==> config.mk <==
export PLATFORM = sky130hd
export DESIGN_NAME = addition_normalize_round
export DESIGN_NICKNAME = d
export VERILOG_FILES = /design/src/rtl/addition_normalize_round.sv
export SDC_FILE = /design/constraint.sdc
export NUM_CORES = 1
export LEC_CHECK = 0
export BUFFER_PORTS_ARGS = -buffer_cell sky130_fd_sc_hd__buf_2
export CAP_MARGIN = 20
export CORE_MARGIN = 4
export CORE_UTILIZATION = 48
export CTS_BUF_LIST = sky130_fd_sc_hd__clkbuf_16
export DETAILED_ROUTE_END_ITERATION = 10
export PLACE_DENSITY_LB_ADDON = 0.2
export SLEW_MARGIN = 0
export SYNTH_ARGS = -nofsm -noshare
export SYNTH_HDL_FRONTEND = slang
export SYNTH_SLANG_ARGS = --single-unit
==> constraint.sdc <==
create_clock -name clk -period 3.7 [get_ports clk]
set_clock_uncertainty 0.2 [all_clocks]
set_input_delay 0.555 -clock clk [delete_from_list [all_inputs] [get_ports clk]]
set_output_delay 0.555 -clock clk [all_outputs]
set_load 0.01 [all_outputs]
==> src/rtl/addition_normalize_round.sv <==
// Post-add normalise and round stage of the single-precision FP adder.
// Takes the raw signed-magnitude sum, normalises it one bit per cycle
// (or with a single right shift on carry-out), rounds to nearest-even,
// and packs the IEEE-754 result behind a valid/ready handshake.
module addition_normalize_round #(
  parameter int unsigned DATA_WIDTH = 32,
  parameter int unsigned MENT_WIDTH = 23,
  parameter int unsigned EXPO_WIDTH = 8
) (
  input  logic                    clk,
  input  logic                    rst,
  input  logic [MENT_WIDTH+4:0]   sum_in,
  input  logic [EXPO_WIDTH-1:0]   exponent_in,
  input  logic                    sign_in,
  input  logic                    valid_in,
  output logic                    ready_out,
  output logic [DATA_WIDTH-1:0]   floating_addition_out,
  output logic                    valid_out,
  input  logic                    ready_in
);

  localparam int unsigned SUM_W = MENT_WIDTH + 5;
  localparam int unsigned SIG_W = MENT_WIDTH + 1;
  localparam int unsigned EXP_W = EXPO_WIDTH + 1;

  // Largest biased exponent; anything at or above it encodes infinity.
  localparam logic [EXP_W-1:0] EXP_MAX = EXP_W'((1 << EXPO_WIDTH) - 1);
  localparam logic [EXP_W-1:0] EXP_ONE = EXP_W'(1);

  typedef enum logic [1:0] {
    IDLE,
    NORM,
    ROUND,
    DONE
  } state_t;

  state_t           state;
  logic [SUM_W-1:0] sum_q;
  logic [EXP_W-1:0] exp_q;
  logic             sign_q;

  // Rounding datapath, only consumed in ROUND.
  logic [SIG_W-1:0]      sig;
  logic                  guard_bit;
  logic                  round_bit;
  logic                  sticky_bit;
  logic                  round_up;
  logic [SIG_W:0]        sig_inc;
  logic [SIG_W-1:0]      sig_rnd;
  logic [EXP_W-1:0]      exp_rnd;
  logic [EXPO_WIDTH-1:0] exp_field;
  logic [DATA_WIDTH-1:0] result;

  // Round-to-nearest-even, post-round renormalise, and pack.
  always_comb begin
    sig        = sum_q[SUM_W-2:3];
    guard_bit  = sum_q[2];
    round_bit  = sum_q[1];
    sticky_bit = sum_q[0];
    round_up   = guard_bit & (round_bit | sticky_bit | sig[0]);
    sig_inc    = {1'b0, sig} + (SIG_W+1)'(round_up);
    sig_rnd    = sig_inc[SIG_W-1:0];
    exp_rnd    = exp_q;
    if (sig_inc[SIG_W]) begin
      sig_rnd = sig_inc[SIG_W:1];
      exp_rnd = exp_q + EXP_ONE;
    end
    // A clear hidden bit means a subnormal, which always packs with field 0.
    exp_field = sig_rnd[SIG_W-1] ? exp_rnd[EXPO_WIDTH-1:0] : '0;
    if (exp_rnd >= EXP_MAX) begin
      result = DATA_WIDTH'({sign_q, {EXPO_WIDTH{1'b1}}, {MENT_WIDTH{1'b0}}});
    end else begin
      result = DATA_WIDTH'({sign_q, exp_field, sig_rnd[MENT_WIDTH-1:0]});
    end
  end

  // Control FSM with registered handshake and result outputs.
  always_ff @(posedge clk) begin
    if (rst) begin
      state                 <= IDLE;
      sum_q                 <= '0;
      exp_q                 <= '0;
      sign_q                <= 1'b0;
      ready_out             <= 1'b1;
      valid_out             <= 1'b0;
      floating_addition_out <= '0;
    end else begin
      case (state)
        IDLE: begin
          if (valid_in && ready_out) begin
            sum_q     <= sum_in;
            exp_q     <= EXP_W'(exponent_in);
            sign_q    <= sign_in;
            ready_out <= 1'b0;
            state     <= NORM;
          end
        end

        NORM: begin
          if (sum_q == '0) begin
            floating_addition_out <= '0;
            valid_out             <= 1'b1;
            state                 <= DONE;
          end else if (exp_q >= EXP_MAX) begin
            // Already infinite: no shifting, ROUND packs the infinity.
            state <= ROUND;
          end else if (sum_q[SUM_W-1]) begin
            sum_q <= {1'b0, sum_q[SUM_W-1:2], sum_q[1] | sum_q[0]};
            exp_q <= exp_q + EXP_ONE;
            state <= ROUND;
          end else if (!sum_q[SUM_W-2] && (exp_q > EXP_ONE)) begin
            sum_q <= {sum_q[SUM_W-2:0], 1'b0};
            exp_q <= exp_q - EXP_ONE;
          end else begin
            // Normalised, or a subnormal that must be held as is.
            state <= ROUND;
          end
        end

        ROUND: begin
          floating_addition_out <= result;
          valid_out             <= 1'b1;
          state                 <= DONE;
        end

        DONE: begin
          if (ready_in) begin
            valid_out <= 1'b0;
            ready_out <= 1'b1;
            state     <= IDLE;
          end
        end

        default: begin
          state     <= IDLE;
          ready_out <= 1'b1;
          valid_out <= 1'b0;
        end
      endcase
    end
  end

endmodule

==> run metrics <==
status completed; largest net degree at the start of global routing between 60 and 70; commonest non-fill, non-tap cell in the layout nand2_1; post_cts resized 0; Post-DP HPWL 9710 µm; router iterations before antenna repair 5; endpoints failing setup 0; worst-margin pin slew ~0.8 ns; DR vias/cell 6.13; initial antenna violation count 0; postcts setup bufs 0; full die area ~11000 µm²; Die Wd 106 µm; Hold Path Class input pin to flip-flop; # hold bufs at CTS 0; Top FF cell, synth dfxtp_1; Final Hold Vio Count 0; vias in the first global route roughly 4300; fillers 897; worst-skew pair later-pin latency 0.34 ns; P&R area growth vs syn 15.6%; synthesized area per cell between 7 and 8 µm²; post-synthesis net count 677; Starting DRT DRC Count 528; post-synthesis sequential area ratio 31.8%; FP Rows 35; dpl ws 0.522 ns; startpoint types flip-flop; setup_tns 0 ns; Bufs and invs on worst path 0; initial core utilization approximately 50%; worst vdd rail ir drop 0.446 mV; share of cells above drive strength 1 roughly 17%; fin crit period about 3.2 ns; grt total ovfl 0; P_leak around 2.0 nW; Distinct cells, synth 66; Boundary Pins 75; via count of the routed design just under 5000; layout net count a little over 700; Placer Congestion around 0.93; critical-path cell list ha_1 -> and3_1 -> nand3_1 -> nor2_1 -> ha_1 -> nor2_1 -> o41a_1 -> o21ai_1 -> o31a_2 -> a211o_1 -> a2111oi_0; H-tree levels 3; yosys warns 0; P per Cell Area 913 nW/µm²; CTS Buffer Depth 2; top cell family by delay on the critical path compound AO/OA/AOI/OAI gates; Core ar. ~9300 µm²; Num CTS Buffers 9; Max Slew Vio Count 0; number of I/O port buffers between 70 and 80; Final Cycle Share roughly 87%; CTS tree built; most frequent cells in the layout 109 x nand2_1, 74 x dfxtp_1, 74 x buf_2; post-synthesis cell count between 600 and 700; Antenna diodes 0; antenna-violating nets left 0; Post-synth EDFFs 0; routed len/inst between 15 and 20 µm; detailed-route DRC error count 0; Highest Clock Rate ~310 MHz; Reg clk slew, reported paths about 0.060 ns; Root Driver clkbuf_16; CP required approximately 3.7 ns; Post-Layout Cell Count 797; Placed Cells between 700 and 800; #FFs+latches synth 74; first-pass GRT wire length 22200 µm; Max-slew headroom 48.1%; die height around 110 µm; unrepaired setup endpoints after global routing no; Clock Sinks 74; Worst EP arrival 3.24 ns; slowest CP cell o31a_2; final worst slack about 0.47 ns; crit path max fanout 19; total wire length ~14000 µm; hold slack 0.249 ns; Post-Syn Area 4650 µm²; Synth async-reset ratio 0%; number of max-cap violations 0; slowest stage delay, CP between 0.5 and 0.6 ns; WS Path Type flip-flop to flip-flop; global-route usage over all layers between 20% and 30%; CP endpoint kind flip-flop
## worst reg2reg max path: stages, from the launching register on
cell and delay (ns):
dfxtp_1 0.44, ha_1 0.33, and3_1 0.22, nand3_1 0.14
nor2_1 0.07, ha_1 0.17, nor2_1 0.09, o41a_1 0.17
o21ai_1 0.12, o31a_2 0.51, a211o_1 0.28, a2111oi_0 0.37
## power by group
part | switching, mW | total [mW] | internal (mW)
logic | 1.47 | 2.37 | 0.900
registers | 0.497 | 1.53 | 1.03
clock network | 0.349 | 1.01 | 0.659
total | 2.32 | 4.91 | 2.59
## sequential cells by signal, summed over array words and instances, names as in the netlist
register and cells:
state 2, sum_q 28, sign_q 1, ready_out 1, floating_addition_out 32, exp_q 9
valid_out 1
## path summary, 6_finish.rpt
path / to / slack (ns) / startpoint / cells after the start
hold reg to reg: floating_addition_out[17] / 0.27 / floating_addition_out[17] / 1
setup / recovery: exp_q[5] / 0.47 / exp_q[0] / 11
setup reg to reg: exp_q[5] / 0.47 / exp_q[0] / 11
hold / removal: sign_q / 0.25 / sign_in / 3
## layout make-up
class                           instances  area, µm²  area share, %
Sequential cell                        74       1480           27.5
Clock buffer                            9        225           4.19
Timing Repair Buffer                   89        495           9.21
Multi-Input combinational cell        472       2830           52.7
Clock inverter                          7        119           2.21
Inverter                               17       63.8           1.19
Tap cell                              129        161           3.00
## cells by family (layout without fill, tap and decap cells)
kind of cell	count (synthesis)	after routing	synth area share [%]
buffers and inverters	81	122	7.34
multiplexers	5	5	1.10
flip-flops	74	74	31.8
adder cells (fa/ha/maj)	9	9	2.42
AO/OA/AOI/OAI	180	180	28.2
AND/OR/NAND/NOR	261	261	25.9
XOR/XNOR	17	17	3.20
## synthesized netlist by cell type (3+ instances only)
library cell,n,area [µm²]
o211ai_1,8,60.1
or4_1,3,22.5
a221o_1,3,30.0
or3_1,4,25.0
ha_1,9,113
nand4_1,12,75.1
a21oi_1,52,260
nor4_1,13,81.3
nand3_1,15,75.1
a311o_1,25,250
nor3_1,12,60.1
and2_1,4,25.0
mux2i_1,4,40.0
a22oi_1,8,60.1
a2111oi_0,3,26.3
clkbuf_1,35,131
a22o_1,9,78.8
and3_1,6,37.5
buf_2,25,125
inv_1,17,63.8
o2bb2ai_1,8,70.1
a211oi_1,4,30.0
o31ai_1,4,30.0
o21ai_1,3,15.0
and4_1,3,26.3
nor2_1,67,251
dfxtp_1,74,1480
o21ai_0,16,80.1
xor2_1,8,70.1
a31oi_1,4,25.0
nor2b_1,3,18.8
xnor2_1,9,78.8
o21a_1,3,22.5
nand2_1,109,409
## stage by stage
stage	power (mW)	area, µm²	util (%)
detailed placement	3.84	5030	53.9
finish	4.91	5380	57.7
CTS	4.86	5370	57.6
global route	5.24	5380	57.7
global placement	3.77	5030	53.9
floorplan	3.23	4650	-
## metal layers
| metal | up-vias | routed length (µm) | global-route usage (%) |
|---|---|---|---|
| met5 | - | 0 | 0 |
| met4 | 0 | 176 | 6.21 |
| met3 | 18 | 1270 | 4.92 |
| met2 | 227 | 6060 | 35.2 |
| met1 | 2280 | 6230 | 35.6 |
| li1 | 2361 | - | - |
Power figures use the tool's default switching activity.
